File: config.mk
export PLATFORM = sky130hd
export DESIGN_NAME = seq_mult_flat
export DESIGN_NICKNAME = d
export VERILOG_FILES = /design/src/rtl/seq_mult_pkg.sv /design/src/rtl/seq_mult_if.sv /design/src/rtl/seq_mult.sv /design/src/flat_wrapper.sv
export SDC_FILE = /design/constraint.sdc
export NUM_CORES = 1
export LEC_CHECK = 0
export BUFFER_PORTS_ARGS = -buffer_cell sky130_fd_sc_hd__buf_2
export CORE_ASPECT_RATIO = 0.75
export CORE_MARGIN = 2
export CORE_UTILIZATION = 41
export DETAILED_ROUTE_END_ITERATION = 10
export GPL_ROUTABILITY_DRIVEN = 0
export SYNTH_ARGS = -nofsm -noshare
export SYNTH_HDL_FRONTEND = slang
export SYNTH_SLANG_ARGS = --single-unit
File: constraint.sdc
create_clock -name clk -period 5.3 [get_ports clk]
set_clock_uncertainty 0.15 [all_clocks]
set_input_delay 0.795 -clock clk [delete_from_list [all_inputs] [get_ports clk]]
set_output_delay 0.795 -clock clk [all_outputs]
set_load 0.05 [all_outputs]
File: src/rtl/seq_mult_pkg.sv
// Shared definitions for the sequential shift-add multiplier: state encoding,
// counter sizing and operand magnitude helper.
package seq_mult_pkg;

  typedef enum logic {
    IDLE = 1'b0,
    RUN  = 1'b1
  } state_e;

  localparam int MAX_W = 16;

  function automatic int cnt_width(input int width);
    return $clog2(width + 1);
  endfunction

  // Magnitude of a sign-extended operand; the most negative value maps to
  // 2^(W-1), which still fits once truncated back to W unsigned bits.
  function automatic logic [MAX_W-1:0] abs_val(input logic signed [MAX_W-1:0] v);
    return v[MAX_W-1] ? $unsigned(-v) : $unsigned(v);
  endfunction

endpackage

File: src/rtl/seq_mult_if.sv
// Start/busy/done handshake and operand/result bus of the sequential multiplier.
interface seq_mult_if #(
  parameter int WIDTH = 4
);
  logic                 start;
  logic [WIDTH-1:0]     a;
  logic [WIDTH-1:0]     b;
  logic                 busy;
  logic                 done;
  logic [2*WIDTH-1:0]   product;

  modport master (output start, a, b, input busy, done, product);
  modport slave  (input start, a, b, output busy, done, product);
endinterface

File: src/rtl/seq_mult.sv
// Registered shift-add multiplier: WIDTH cycles per product, optional
// two's-complement mode via sign/magnitude operand preparation.
module seq_mult
  import seq_mult_pkg::*;
#(
  parameter int WIDTH     = 4,
  parameter bit SIGNED_EN = 1'b0
) (
  input  logic      clk,
  input  logic      rst_n,
  seq_mult_if.slave bus
);

  localparam int PW    = 2 * WIDTH;
  localparam int CNT_W = cnt_width(WIDTH);

  state_e             state_q, state_d;
  logic [PW-1:0]      mcand_q, mcand_d;
  logic [WIDTH-1:0]   mplier_q, mplier_d;
  logic [PW-1:0]      acc_q, acc_d;
  logic [CNT_W-1:0]   cnt_q, cnt_d;
  logic               neg_q, neg_d;
  logic               busy_q, busy_d;
  logic               done_q, done_d;
  logic [PW-1:0]      product_q, product_d;

  logic signed [MAX_W-1:0] a_sx, b_sx;
  logic [WIDTH-1:0]        a_mag, b_mag;
  logic                    neg_in;
  logic [PW-1:0]           acc_nxt;

  always_comb begin
    a_sx   = MAX_W'(signed'(bus.a));
    b_sx   = MAX_W'(signed'(bus.b));
    a_mag  = SIGNED_EN ? WIDTH'(abs_val(a_sx)) : bus.a;
    b_mag  = SIGNED_EN ? WIDTH'(abs_val(b_sx)) : bus.b;
    neg_in = SIGNED_EN && (bus.a[WIDTH-1] ^ bus.b[WIDTH-1]);
  end

  always_comb begin
    state_d   = state_q;
    mcand_d   = mcand_q;
    mplier_d  = mplier_q;
    acc_d     = acc_q;
    cnt_d     = cnt_q;
    neg_d     = neg_q;
    busy_d    = busy_q;
    done_d    = 1'b0;
    product_d = product_q;
    acc_nxt   = acc_q + (mplier_q[0] ? mcand_q : '0);

    case (state_q)
      IDLE: begin
        if (bus.start) begin
          mcand_d  = {{WIDTH{1'b0}}, a_mag};
          mplier_d = b_mag;
          acc_d    = '0;
          cnt_d    = CNT_W'(WIDTH);
          neg_d    = neg_in;
          busy_d   = 1'b1;
          state_d  = RUN;
        end
      end
      RUN: begin
        acc_d    = acc_nxt;
        mcand_d  = mcand_q << 1;
        mplier_d = mplier_q >> 1;
        cnt_d    = cnt_q - CNT_W'(1);
        // Last bit consumed: publish the signed-corrected sum this edge.
        if (cnt_q == CNT_W'(1)) begin
          product_d = neg_q ? -acc_nxt : acc_nxt;
          done_d    = 1'b1;
          busy_d    = 1'b0;
          state_d   = IDLE;
        end
      end
      default: state_d = IDLE;
    endcase
  end

  always_ff @(posedge clk) begin
    if (!rst_n) begin
      state_q   <= IDLE;
      mcand_q   <= '0;
      mplier_q  <= '0;
      acc_q     <= '0;
      cnt_q     <= '0;
      neg_q     <= 1'b0;
      busy_q    <= 1'b0;
      done_q    <= 1'b0;
      product_q <= '0;
    end else begin
      state_q   <= state_d;
      mcand_q   <= mcand_d;
      mplier_q  <= mplier_d;
      acc_q     <= acc_d;
      cnt_q     <= cnt_d;
      neg_q     <= neg_d;
      busy_q    <= busy_d;
      done_q    <= done_d;
      product_q <= product_d;
    end
  end

  assign bus.busy    = busy_q;
  assign bus.done    = done_q;
  assign bus.product = product_q;

endmodule

File: src/flat_wrapper.sv
// flat-port wrapper written by rule: the top's interface ports become plain ports
module seq_mult_flat import seq_mult_pkg::*;
#(
  parameter int WIDTH     = 4,
  parameter bit SIGNED_EN = 1'b0
)
  (clk, rst_n, bus_start, bus_a, bus_b, bus_busy, bus_done, bus_product);
  seq_mult_if #(.WIDTH(WIDTH)) bus_i ();
  input  logic clk;
  input  logic rst_n;
  input wire logic [$bits(bus_i.start)-1:0] bus_start;
  input wire logic [$bits(bus_i.a)-1:0] bus_a;
  input wire logic [$bits(bus_i.b)-1:0] bus_b;
  output wire logic [$bits(bus_i.busy)-1:0] bus_busy;
  output wire logic [$bits(bus_i.done)-1:0] bus_done;
  output wire logic [$bits(bus_i.product)-1:0] bus_product;
  assign bus_i.start = bus_start;
  assign bus_i.a = bus_a;
  assign bus_i.b = bus_b;
  assign bus_busy = bus_i.busy;
  assign bus_done = bus_i.done;
  assign bus_product = bus_i.product;
  seq_mult #(.WIDTH(WIDTH), .SIGNED_EN(SIGNED_EN)) u_core (.clk(clk), .rst_n(rst_n), .bus(bus_i));
endmodule
# Word-level counts from Yosys, hierarchy flattened
# Index checks and enable logic that the tools add are counted.
[op_classes]
muxes = 16
shift = 0
add_sub_neg = 2
div = 0
bitwise = 1
multipliers = 0
n_lt_le_gt_ge = 0
eq_ne = 3
n_reduce_logical = 3
[op_table]
columns = ["operator", "n"]
rows = [
  ["8-bit case mux with 2 select lines", 2],
  ["8-bit 2-to-1 mux", 3],
  ["8-bit adder", 1],
  ["4-bit case mux with 2 select lines", 1],
  ["3-bit case mux with 2 select lines", 1],
  ["2-bit AND reduction", 3],
  ["1-bit 2-to-1 mux", 5],
  ["4-bit 2-to-1 mux", 1],
  ["2-bit inequality test, second input constant", 2],
  ["1-bit case mux with 2 select lines", 2],
  ["3-bit by 1-bit equality test with 1-bit output, second input constant", 1],
  ["3-bit 2-to-1 mux", 1],
  ["3-bit by 1-bit subtractor with 3-bit output, second input constant", 1],
  ["1-bit inverter", 1],
]
[totals]
wordCells = 33
memories = 0
in_bits = 11
mem_bits_ro = 0
out_inout_bits = 10
ramBits = 0
reg_bits = 34
latchBits = 0

# Depth between registers and ports, before layout
[depth]
word_depth = 3
depth_mapped = 8
ltp_nobuf = 8

# Worst setup path before layout
# Ideal clock, no wire load.
[synth_timing]
path_kind = "flip-flop to flip-flop"
start = "register u_core.mplier_q[0]"
end = "register u_core.acc_q[6]"
arrival_ns = 1.871
period_less_slack_ns = 2.138
t_required_ns = 5.033
path_slack_ns = 3.162
path_buffers = 0
stages_incl_launch_ff = 9
path_cell_list = "dfxtp_1 and2_1 ha_1 fa_1 a211oi_2 o21bai_1 a21oi_1 xnor2_1 a32o_1"
[synth_via]
elab_chain_len = 3
[synth_lines]
columns = ["element", "line_no", "source"]
rows = [
  ["start: declaration", "seq_mult.sv:19", "logic [WIDTH-1:0] mplier_q, mplier_d;"],
  ["start signal: assignment", "seq_mult.sv:95", "mplier_q <= mplier_d;"],
  ["8-bit 2-to-1 mux", "seq_mult.sv:50", "acc_nxt = acc_q + (mplier_q[0] ? mcand_q : '0);"],
  ["8-bit adder", "seq_mult.sv:50", ""],
  ["8-bit case mux with 2 select lines", "seq_mult.sv:52", "case (state_q)"],
  ["end signal: assignment", "seq_mult.sv:86", "acc_q <= '0;"],
  ["end signal: assignment", "seq_mult.sv:96", "acc_q <= acc_d;"],
  ["end: declaration", "seq_mult.sv:20", "logic [PW-1:0] acc_q, acc_d;"],
]
# No other way between the ends.
# A chain may end at the register's enable or synchronous reset.

# Final worst setup path
# Ends and elaborated chain as after synthesis.

==> results.cfg <==
[run_status]
outcome = finished, final reports clean

[power_and_ir_drop]
power.switching_mw = 0.125
p_per_area_mw_per_mm2 = 273
switching_share = 0.246
comb_power_share = 0.092
finalPower_mw = 0.509
clkPwrFrac = 0.381
p_int_mw = 0.384
leakage_nw = 0.825
power_frac_seq = 0.527
irDropWorstVdd_mv = 0.144

[sta]
finalCritPeriodShare = 0.441
slew_violations = 0
final_hold_viol_count = 0
fin_crit_ns = 2.34
worst_slack_ns = 2.96
tns_ns = 0
holdWs_ns = 0.317
rsz0062_at_grt = no
timing.fmax_ghz = 0.428
worst_pin_slew_ns = 0.662
slew_headroom = 0.558
setup_viol = 0

[worst_setup_path]
endpoint_kind = flop
crit_chain = and2_1 -> ha_1 -> fa_1 -> a211oi_2 -> o21bai_1 -> a21oi_1 -> xnor2_1 -> a32o_1
slowest_stage = fa_1
max_stage_delay_ns = 0.44
r2r.worst_path.cells = 8
r2r_end = u_core.acc_q[6]$_SDFFE_PN0P_
path_buf_inv = 0
r2r-start = u_core.mplier_q[0]$_SDFFE_PN0P_
crit_type = reg2reg
regToRegSetupSlack_ns = 2.96
crit_fanout = 9
worstPathRequired_ns = 5.32
crit_family = compound AO/OA/AOI/OAI gates
start_kind = flop
crit_arrival_ns = 2.36

[finish]
n_fill_cell = 379
drive_above_1_share = 0.171
areaGrowthSynthToFinish_pct = 13.7
nets = 219
fin_util = 0.497
diodes = 0

[clocking]
htree_levels = 2
post-cts-setup-buffers = 0
cts_hold_buf = 0
cts_buffer_depth = 2
clk_pin_slew_worst_paths_ns = 0.07
clock_sinks = 34
cts-buffers-inserted = 5
cts_resized = 0
clk_latency_ns = 0.28
cts-root-buf = clkbuf_8
cts_tree = done

[logic_synthesis]
synth_cells = 179
ys_seq_area_frac = 0.415
syn-cell-area_mm2 = 0.00164
syn_nets = 200
synth_seq_cells = 34
yosysUniqueCellTypes = 33
yosys_warnings = 0
syn_area_per_cell_um2 = 9.17

[global_route]
grt_pass1_vias = 1190
grt_first_pass_wirelength_um = 5460
grt-ovfl-total = 0
grt_max_degree = 44
grt_usage = 0.155
antenna_found_initial = 0

[min_path]
hp-class = reg2reg
holdPathStages = 1
min_to = u_core.bus.busy$_SDFFE_PN0P_
min_from = u_core.bus.busy$_SDFFE_PN0P_

[die]
die_height_um = 58.8
start_util = 0.437
rows = 19
io_pins = 21
dieArea_mm2 = 0.00453
die_w_um = 77.1
core_area_mm2 = 0.00376

[placed_design]
port_buffers = 20
place_hpwl_um = 2400
pre_cts_ws_ns = 2.98

[detailed_routing]
drtIter0Drc = 42
via_per_inst = 5.24
drc = 0
drt-wirelength-per-cell_um = 13.1
antenna_left = 0
wirelength_um = 3300
via_count = 1316
firstDrtPassIters = 4

[run]
max_cap_violations = 0
## power groups by stage
stage               Combinational [mW]  Clock, mW  Sequential (mW)
global route                    0.0521      0.211            0.269
global placement                0.0455          0            0.274
CTS                             0.0468      0.199            0.268
detailed placement              0.0467          0            0.274
floorplan                       0.0331          0            0.275
finish                          0.0466      0.194            0.268
## cell type report
type | instances | area, µm² | share of cell area
multi-input cells | 130 | 900 | 0.482
flip-flops and latches | 34 | 681 | 0.365
repair buffers | 21 | 108 | 0.0576
clock buffers | 7 | 86.3 | 0.0462
well taps | 52 | 65.1 | 0.0349
inverters | 6 | 22.5 | 0.0121
clock inverters | 1 | 5.00 | 0.00268
## cells in the mapped netlist
| cell | number | area share |
|---|---|---|
| a31oi_2 | 1 | 0.0076 |
| inv_1 | 6 | 0.014 |
| and2_1 | 7 | 0.027 |
| o21ai_0 | 3 | 0.0091 |
| o21a_1 | 1 | 0.0046 |
| nor3b_2 | 1 | 0.0076 |
| a22o_1 | 8 | 0.043 |
| a21o_1 | 1 | 0.0046 |
| ha_1 | 9 | 0.069 |
| dfxtp_1 | 34 | 0.41 |
| a21oi_2 | 1 | 0.0053 |
| a21o_2 | 1 | 0.0053 |
| nand2_1 | 4 | 0.0091 |
| buf_2 | 4 | 0.012 |
| xnor2_1 | 4 | 0.021 |
| o21bai_1 | 2 | 0.0091 |
| xor2_1 | 3 | 0.016 |
| nor2b_1 | 2 | 0.0076 |
| clkbuf_1 | 4 | 0.0091 |
| nor3b_1 | 10 | 0.046 |
| a21oi_1 | 21 | 0.064 |
| fa_1 | 1 | 0.012 |
| a211o_1 | 1 | 0.0053 |
| nor2_1 | 31 | 0.071 |
| nand2b_1 | 1 | 0.0038 |
| a311oi_1 | 1 | 0.0053 |
| mux2i_1 | 9 | 0.055 |
| a211oi_2 | 2 | 0.015 |
| nor3_1 | 1 | 0.0030 |
| nor4b_1 | 1 | 0.0053 |
| a32o_1 | 2 | 0.012 |
| buf_1 | 1 | 0.0023 |
| o211ai_1 | 1 | 0.0046 |
## cells in the final DEF (no fill, tap or decap), types with 2 or more instances in the layout
| cell | count |
|---|---|
| clkbuf_8 | 6 |
| a22o_1 | 8 |
| xor2_1 | 3 |
| ha_1 | 9 |
| inv_1 | 6 |
| xnor2_1 | 4 |
| buf_2 | 20 |
| nor2b_1 | 2 |
| o21bai_1 | 2 |
| dfxtp_1 | 34 |
| mux2i_1 | 9 |
| nor3b_1 | 10 |
| and2_1 | 7 |
| nor2_1 | 31 |
| a32o_1 | 2 |
| o21ai_0 | 3 |
| nand2_1 | 4 |
| a211oi_2 | 2 |
| a21oi_1 | 21 |
## layer usage
metal  vias to the layer above  share of wire  GRT usage
li1                        661              -          -
met1                       614           0.50      0.200
met2                        37           0.43      0.254
met3                         4          0.065     0.0475
met4                         0         0.0064     0.0459
met5                         -              0          0
## worst max path at each step
stage                               startpoint                            to  slack (ns)  cells past startpoint
4_1_cts        u_core.mplier_q[0]$_SDFFE_PN0P_  u_core.acc_q[6]$_SDFFE_PN0P_        2.96                      8
6_report       u_core.mplier_q[0]$_SDFFE_PN0P_  u_core.acc_q[6]$_SDFFE_PN0P_        2.96                      8
5_1_grt        u_core.mplier_q[0]$_SDFFE_PN0P_  u_core.acc_q[6]$_SDFFE_PN0P_        2.81                      8
2_1_floorplan  u_core.mplier_q[0]$_SDFFE_PN0P_  u_core.acc_q[6]$_SDFFE_PN0P_        3.16                      8
3_3_place_gp   u_core.mplier_q[0]$_SDFFE_PN0P_  u_core.acc_q[6]$_SDFFE_PN0P_        3.06                      8
3_5_place_dp   u_core.mplier_q[0]$_SDFFE_PN0P_  u_core.acc_q[6]$_SDFFE_PN0P_        2.98                      8
## cell families (layout without fill, tap and decap cells)
| logic type | count (synthesis) | after routing | share of synthesized area |
|---|---|---|---|
| mux | 9 | 9 | 0.0549 |
| xor+xnor | 7 | 7 | 0.0373 |
| simple gates | 58 | 58 | 0.180 |
| fa+ha+maj | 10 | 10 | 0.0808 |
| flops | 34 | 34 | 0.415 |
| buf+inv | 15 | 35 | 0.0373 |
| compound gates | 46 | 46 | 0.195 |
## registers in the layout (all words and copies together), names as in the netlist
name and count:
u_core.acc_q 8, u_core.bus.busy 1, u_core.bus.done 1, u_core.bus.product 8, u_core.cnt_q 3, u_core.mcand_q 8, u_core.mplier_q 4, u_core.state_q 1
## worst reg2reg max path: stages, from the launching register on
cell and delay (ns):
dfxtp_1 0.37, and2_1 0.16, ha_1 0.23, fa_1 0.44, a211oi_2 0.22, o21bai_1 0.10, a21oi_1 0.18, xnor2_1 0.11
a32o_1 0.27
## stage by stage
stage          instance area, µm²  std cells
6_report                     1870        251
2_1_floorplan                1640        179
5_1_grt                      1870        251
3_3_place_gp                 1780        243
3_5_place_dp                 1780        243
4_1_cts                      1870        251
(Power assumes the default switching activity.)
